--- src/rtl/opl3_pkg.sv ---
// Shared constants and types for the OPL3 interval timers.
package opl3_pkg;

  // Counter and preset width used by both timers.
  localparam int TIMER_WIDTH = 8;

  // Tick prescale factors: timer 1 counts every 80 us tick, timer 2 every fourth.
  localparam int TIMER1_PRESCALE = 1;
  localparam int TIMER2_PRESCALE = 4;

  // Timer run state.
  typedef enum logic {
    IDLE = 1'b0,
    RUN  = 1'b1
  } timer_state_t;

endpackage

--- src/rtl/opl3_timer_tick_prescaler.sv ---
// Divides the incoming tick_en stream by TICK_PRESCALE.
// inc_en fires on the tick that completes a prescale period.
module tick_prescaler #(
  parameter int TICK_PRESCALE = 1
) (
  input  logic clk,
  input  logic reset,
  input  logic clear,
  input  logic tick_en,
  output logic inc_en
);

  // A 1-bit counter is kept even for prescale 1 so the port stays uniform.
  localparam int PS_W = (TICK_PRESCALE > 1) ? $clog2(TICK_PRESCALE) : 1;
  localparam logic [PS_W-1:0] PS_LAST = PS_W'(TICK_PRESCALE - 1);

  logic [PS_W-1:0] ps_cnt_reg;
  logic [PS_W-1:0] ps_cnt_next;
  logic            at_last;

  assign at_last = (ps_cnt_reg == PS_LAST);

  // clear holds the counter at zero and suppresses increments entirely.
  assign inc_en = tick_en & at_last & ~clear;

  // Next prescale count: clear wins, otherwise advance and wrap on each tick.
  always_comb begin
    ps_cnt_next = ps_cnt_reg;
    if (clear) begin
      ps_cnt_next = '0;
    end else if (tick_en) begin
      if (at_last) begin
        ps_cnt_next = '0;
      end else begin
        ps_cnt_next = ps_cnt_reg + PS_W'(1);
      end
    end
  end

  // Prescale counter register.
  always_ff @(posedge clk) begin
    if (reset) begin
      ps_cnt_reg <= '0;
    end else begin
      ps_cnt_reg <= ps_cnt_next;
    end
  end

endmodule

--- src/rtl/opl3_timer.sv ---
// OPL3 interval timer: counts up from a preset on prescaled ticks, reloads
// the preset on overflow, strobes overflow and latches a maskable flag.
module opl3_timer #(
  parameter int TICK_PRESCALE = 1,
  parameter int TIMER_WIDTH   = opl3_pkg::TIMER_WIDTH
) (
  input  logic                   clk,
  input  logic                   reset,
  input  logic                   tick_en,
  input  logic                   start,
  input  logic [TIMER_WIDTH-1:0] preset,
  input  logic                   mask,
  input  logic                   clear_flag,
  output logic [TIMER_WIDTH-1:0] count,
  output logic                   overflow,
  output logic                   flag
);

  import opl3_pkg::*;

  localparam logic [TIMER_WIDTH-1:0] COUNT_MAX = '1;

  timer_state_t           state_reg;
  timer_state_t           state_next;
  logic [TIMER_WIDTH-1:0] count_reg;
  logic [TIMER_WIDTH-1:0] count_next;
  logic                   overflow_reg;
  logic                   overflow_next;
  logic                   flag_reg;
  logic                   flag_next;
  logic                   inc_en;
  logic                   wrap;

  // The prescaler only runs in RUN; in IDLE it is held cleared so a restart
  // always begins a fresh prescale period.
  tick_prescaler #(
    .TICK_PRESCALE(TICK_PRESCALE)
  ) u_prescaler (
    .clk    (clk),
    .reset  (reset),
    .clear  (state_reg != RUN),
    .tick_en(tick_en),
    .inc_en (inc_en)
  );

  // An increment from all-ones is an overflow (reload instead of wrapping).
  assign wrap = inc_en & (count_reg == COUNT_MAX);

  // Next-state logic for FSM, counter, overflow strobe and sticky flag.
  always_comb begin
    state_next    = state_reg;
    count_next    = count_reg;
    overflow_next = wrap;
    flag_next     = flag_reg;

    if (state_reg == IDLE) begin
      // Keep tracking the preset so RUN starts from the latest value.
      count_next = preset;
      if (start) begin
        state_next = RUN;
      end
    end else begin
      if (!start) begin
        state_next = IDLE;
      end
      if (inc_en) begin
        count_next = wrap ? preset : (count_reg + TIMER_WIDTH'(1));
      end
    end

    // A simultaneous set and clear leaves the flag set.
    if (wrap && !mask) begin
      flag_next = 1'b1;
    end else if (clear_flag) begin
      flag_next = 1'b0;
    end
  end

  // State registers; reset overrides all other inputs.
  always_ff @(posedge clk) begin
    if (reset) begin
      state_reg    <= IDLE;
      count_reg    <= '0;
      overflow_reg <= 1'b0;
      flag_reg     <= 1'b0;
    end else begin
      state_reg    <= state_next;
      count_reg    <= count_next;
      overflow_reg <= overflow_next;
      flag_reg     <= flag_next;
    end
  end

  assign count    = count_reg;
  assign overflow = overflow_reg;
  assign flag     = flag_reg;

endmodule

--- config.mk ---
export PLATFORM = sky130hd
export DESIGN_NAME = opl3_timer
export DESIGN_NICKNAME = d
export VERILOG_FILES = /design/src/rtl/opl3_pkg.sv /design/src/rtl/opl3_timer_tick_prescaler.sv /design/src/rtl/opl3_timer.sv
export SDC_FILE = /design/constraint.sdc
export NUM_CORES = 1
export LEC_CHECK = 0
export CORE_MARGIN = 2
export CORE_UTILIZATION = 42
export CTS_BUF_LIST = sky130_fd_sc_hd__clkbuf_8 sky130_fd_sc_hd__clkbuf_16
export DETAILED_ROUTE_END_ITERATION = 10
export GPL_TIMING_DRIVEN = 0
export HOLD_SLACK_MARGIN = 0.1
export PLACE_DENSITY = 0.77
export REMOVE_ABC_BUFFERS = 1
export SLEW_MARGIN = 10
export SYNTH_ARGS = -nofsm -noshare
export SYNTH_HDL_FRONTEND = slang
export SYNTH_HIERARCHICAL = 1
export SYNTH_SLANG_ARGS = --single-unit
--- constraint.sdc ---
create_clock -name clk -period 2.1 [get_ports clk]
set_input_delay 0.42 -clock clk [delete_from_list [all_inputs] [get_ports clk]]
set_output_delay 0.42 -clock clk [all_outputs]
set_load 0.005 [all_outputs]
==> results.json, run 1 <==
{
  "ys.flop_type": "dfxtp_1",
  "synth-seq-cells": 11,
  "critPathBufInv": 1,
  "setup_viol": 0,
  "num_io_pins": 24,
  "cpLargestDelayFamily": "compound AO/OA/AOI/OAI gates",
  "antenna-diode-count": 0,
  "min_from": "count[5]",
  "grt_use_total": 0.176,
  "remaining_drc_errors": 0,
  "die_area_um2": 1840,
  "hold_depth": 2,
  "ys_warn_count": 6,
  "grt_start_max_net_pins": 12,
  "cts_root_buffer": "clkbuf_8",
  "peakVddDrop_v": 0.000285,
  "fmax_mhz": 503,
  "first_pass_iters": 4,
  "first_iter_violations": 11,
  "netlist_area_um2": 637,
  "cap_violations": 0,
  "synth-edff-count": 0,
  "drive_gt1_frac": 0.116,
  "die_y_um": 42.9,
  "core-area_um2": 1470,
  "n_fill_cell": 134,
  "reg2reg_depth": 6,
  "fin_crit_sh": 0.946,
  "grt_pass1_wl_um": 2380,
  "fin_nets": 111,
  "syn_inst": 72,
  "place_hpwl_um": 1050,
  "hold_ws_ps": 579,
  "grt.overflow.total": 0,
  "tightest_slew_ps": 475,
  "cts_buffer_depth": 2,
  "postPlaceCellArea_um2": 860,
  "critPathSlowestCell": "clkdlybuf4s50_1",
  "path_cells": "clkdlybuf4s50_1, nor2b_4, nand4_2, o21ai_4, nor3_1, a2111oi_2",
  "antenna_found_initial": 0,
  "r2r-start": "state_reg",
  "power.density_nw_per_um2": 600,
  "fin_skew_ps": 2.37,
  "hold_viol_final": 0,
  "seq_area_frac_synth": 0.346,
  "whs_endpoint": "count[5]",
  "worst_r2r_endpoint": "count[1]",
  "path_class": "in2reg",
  "largest_reg_flops": 8,
  "outcome": "finished, final reports clean",
  "rsz0062_at_grt": "no",
  "cts_setup_buffers": 0,
  "cp.arrival_ps": 2110,
  "cts_tree": "built",
  "design_area_um2": 906,
  "required_ps": 2220,
  "reg2reg_setup_slack_ps": 190,
  "slew_headroom": 0.682,
  "vias_per_cell": 5.49,
  "wirelength_um": 1510,
  "routed-via-count": 609,
  "core.rowCount": 14,
  "numCtsBuffers": 3,
  "synth.avg_cell_area_um2": 8.85,
  "cp.depth": 6,
  "grt_pass1_vias": 540,
  "htree_levels": 1,
  "start_kind": "input port",
  "end_kind": "flip-flop",
  "start_util": 0.433,
  "syn2layout_area_growth_pct": 42.2,
  "wire_per_inst_um": 13.6,
  "fin_crit_ps": 1990,
  "timing.critical_path.fanout_max": 9,
  "clk_pin_slew_ps": 50,
  "clock-sinks": 11,
  "die_w_um": 42.9,
  "antenna_left": 0,
  "power.leakage_nw": 0.351,
  "async_reset_ff_frac": 0,
  "hold_path_class": "reg2reg",
  "drv_slew": 0,
  "final_util": 0.616,
  "synth_cell_types": 35,
  "gp_congestion": 0.784,
  "clock_latency_ps": 240,
  "crit_path_max_incr_delay_ps": 460,
  "io_buffer_count": 23
}
==> logic make-up (layout without fill, tap and decap cells) <==
group | after synthesis | after routing | synth area share
simple gates | 30 | 30 | 0.283
buf+inv | 8 | 31 | 0.0668
compound gates | 17 | 17 | 0.210
flops | 11 | 11 | 0.346
mux | 3 | 3 | 0.0472
fa+ha+maj | 1 | 1 | 0.0196
xor+xnor | 2 | 2 | 0.0275
==> through the flow <==
step	worst slack, ps	std cells	total power [W]	setup TNS (ps)
2_1_floorplan	400	68	0.000278	0
3_5_place_dp	-81.9	107	0.000335	-81.9
4_1_cts	20.3	111	0.000553	0
6_report	114	111	0.000544	0
5_1_grt	22.2	111	0.000571	0
3_3_place_gp	-52.1	107	0.000333	-52.1
==> Yosys cell counts, drive strengths merged, types with 3 or more instances <==
cell   number  share of area
a22oi       3          0.035
dfxtp      11           0.35
nand4       5          0.069
nand2       4          0.024
mux2i       3          0.047
nor2        7          0.041
a21oi       4          0.031
inv         4          0.024
==> cells in the final DEF (no fill, tap or decap) <==
master / instances
nand2b_1: 1
and2_1: 2
dfxtp_1: 10
clkbuf_8: 3
nor2b_4: 1
nor2b_1: 1
o21ai_0: 1
dfxtp_2: 1
nor3_1: 2
o31ai_1: 1
nand4_1: 3
nand2_1: 4
ha_1: 1
inv_1: 5
nand4_2: 2
nand3_1: 2
or4_1: 1
mux2i_1: 3
o22ai_1: 1
or2_2: 1
clkdlybuf4s50_1: 23
nor2_1: 7
o21ai_4: 1
a22oi_1: 3
a32oi_1: 1
xnor2_1: 2
nor4b_1: 1
a21oi_1: 4
a31oi_1: 1
o2111ai_1: 2
a2bb2oi_1: 1
and3_1: 1
a2111oi_2: 1
and3_2: 1
==> layout make-up <==
cell class,instances,area [um^2],area share
well taps,16,20.0,0.0221
inverters,4,15.0,0.0166
clock buffers,3,41.3,0.0456
clock inverters,1,3.75,0.00414
multi-input cells,53,374,0.413
repair buffers,23,230,0.254
flip-flops and latches,11,221,0.244
==> what timing repair did <==
item,4_1_cts,5_1_grt
gates resized for setup,0,1
setup endpoints to repair,0,1
hold buffers,0,0
==> where the power goes <==
part | internal, W | switching, W
clock network | 0.000129 | 0.0000832
logic | 0.0000576 | 0.0000324
registers | 0.000221 | 0.0000210
total | 0.000407 | 0.000137
==> layer usage <==
layer,vias up,routed length (um),share of wire,track usage
met5,-,0,0,0
met4,0,43,0.028,0.127
met3,5,70,0.046,0.0128
met2,18,677,0.45,0.300
met1,273,722,0.48,0.205
li1,313,-,-,-
==> worst max-delay path by stage <==
stage / slack [ps] / from / to
2_1_floorplan: 400 / state_reg / count[1]
3_3_place_gp: -50 / tick_en / count[1]
3_5_place_dp: -80 / tick_en / count[1]
4_1_cts: 20 / state_reg / count[1]
5_1_grt: 20 / tick_en / count[1]
6_report: 110 / tick_en / count[1]
==> worst min-delay path: cells and delay by family, from the launching register on <==
family | cells | cell delay (ps)
flops | 1 | 360
simple gates | 1 | 100
compound gates | 1 | 70
Power figures use the tool's default switching activity.
==> run 2, diff against run 1 <==
--- a/config.mk
+++ b/config.mk
@@ -9,8 +9,8 @@
 export CORE_UTILIZATION = 42
 export CTS_BUF_LIST = sky130_fd_sc_hd__clkbuf_8 sky130_fd_sc_hd__clkbuf_16
 export DETAILED_ROUTE_END_ITERATION = 10
-export GPL_TIMING_DRIVEN = 0
 export HOLD_SLACK_MARGIN = 0.1
+export MAX_ROUTING_LAYER = met4
 export PLACE_DENSITY = 0.77
 export REMOVE_ABC_BUFFERS = 1
 export SLEW_MARGIN = 10
==> results.json, run 2 (synthesis results as in run 1) <==
{
  "drv_slew": 0,
  "cp.arrival_ps": 1890,
  "fin_nets": 115,
  "cts_root_buffer": "clkbuf_8",
  "postPlaceCellArea_um2": 890,
  "end_kind": "flip-flop",
  "rsz0062_at_grt": "no",
  "clock_latency_ps": 240,
  "syn2layout_area_growth_pct": 46.8,
  "routed-via-count": 654,
  "first_iter_violations": 10,
  "io_buffer_count": 23,
  "reg2reg_setup_slack_ps": 430,
  "clk_pin_slew_ps": 50,
  "die_y_um": 42.9,
  "grt_pass1_wl_um": 2740,
  "cpLargestDelayFamily": "compound AO/OA/AOI/OAI gates",
  "first_pass_iters": 4,
  "fin_skew_ps": 2.37,
  "start_kind": "input port",
  "setup_viol": 0,
  "critPathBufInv": 1,
  "drive_gt1_frac": 0.141,
  "hold_path_class": "reg2reg",
  "total_power_w": 0.000548,
  "layout_common_cells": "23 x clkdlybuf4s50_1, 11 x dfxtp_1, 7 x nor2_1, 5 x inv_1",
  "antenna-diode-count": 0,
  "clock-sinks": 11,
  "path_cells": "clkdlybuf4s50_1, nor2b_4, nand4_2, o21ai_4, nor3_1, a2111oi_2",
  "fin_crit_ps": 1750,
  "grt.overflow.total": 0,
  "die_w_um": 42.9,
  "num_io_pins": 24,
  "required_ps": 2240,
  "start_util": 0.433,
  "cts_tree": "built",
  "die_area_um2": 1840,
  "wire_per_inst_um": 14.5,
  "cts_resized": 0,
  "power.density_nw_per_um2": 586,
  "antenna_left": 0,
  "core.rowCount": 14,
  "critPathSlowestCell": "clkdlybuf4s50_1",
  "hold_viol_final": 0,
  "timing.critical_path.fanout_max": 7,
  "cts_setup_buffers": 0,
  "numCtsBuffers": 3,
  "gp_congestion": 0.857,
  "crit_path_max_incr_delay_ps": 450,
  "vias_per_cell": 5.69,
  "tightest_slew_ps": 370,
  "power.leakage_nw": 0.370,
  "htree_levels": 1,
  "antenna_found_initial": 0,
  "grt_pass1_vias": 617,
  "slew_headroom": 0.752,
  "grt_use_total": 0.209,
  "design_area_um2": 935,
  "postCtsHoldBufs": 0,
  "mostFrequentLayoutCell": "clkdlybuf4s50_1",
  "place_hpwl_um": 1210,
  "wirelength_um": 1670,
  "cap_violations": 0,
  "fin_crit_sh": 0.836,
  "outcome": "finished, final reports clean",
  "setup_tns_ps": 0,
  "largest_reg_flops": 8,
  "path_class": "in2reg",
  "cts_buffer_depth": 2,
  "grt_start_max_net_pins": 9,
  "peakVddDrop_v": 0.000337,
  "remaining_drc_errors": 0,
  "fmax_mhz": 570,
  "hold_ws_ps": 581,
  "core-area_um2": 1470
}
==> run 2: stage by stage <==
| step | utilization | setup slack [ps] | instances |
|---|---|---|---|
| after floorplan | - | 400 | 68 |
| after global placement | 0.605 | 152 | 111 |
| after detailed placement | 0.605 | 120 | 111 |
| after CTS | 0.635 | 354 | 115 |
| after global routing | 0.635 | 295 | 115 |
| final | 0.635 | 345 | 115 |
==> run 2: metal layers <==
layer | track usage | share of wire | up-vias
li1 | - | - | 321
met1 | 0.236 | 0.43 | 297
met2 | 0.330 | 0.48 | 34
met3 | 0.0766 | 0.080 | 2
met4 | 0.0909 | 0.0084 | 0
met5 | - | 0 | -
==> run 2: final cells by class <==
cell class              instances  area, um^2
clock buffers                   3        41.3
clock inverters                 1        3.75
fillers                       137         537
inverters                       4        15.0
multi-input cells              53         374
flip-flops and latches         11         220
well taps                      16        20.0
repair buffers                 27         260
==> run 2: worst paths after layout <==
| path | startpoint | end | depth (start not counted) |
|---|---|---|---|
| worst min-delay path | count[5] | count[5] | 2 |
| worst max-delay path | tick_en | count[1] | 6 |
| worst min register to register | count[5] | count[5] | 2 |
| worst max register to register | count[0] | count[1] | 5 |
==> run 2: power breakdown <==
| group | total (W) | switching (W) | internal [W] |
|---|---|---|---|
| combinational | 0.0000990 | 0.0000369 | 0.0000621 |
| clock | 0.000209 | 0.0000808 | 0.000128 |
| sequential | 0.000240 | 0.0000191 | 0.000221 |
==> run 2: tightest hold or removal path, cell delays in order (launching register included) <==
cell	delay, ps
dfxtp_1	370
nand4_1	100
a31oi_1	70
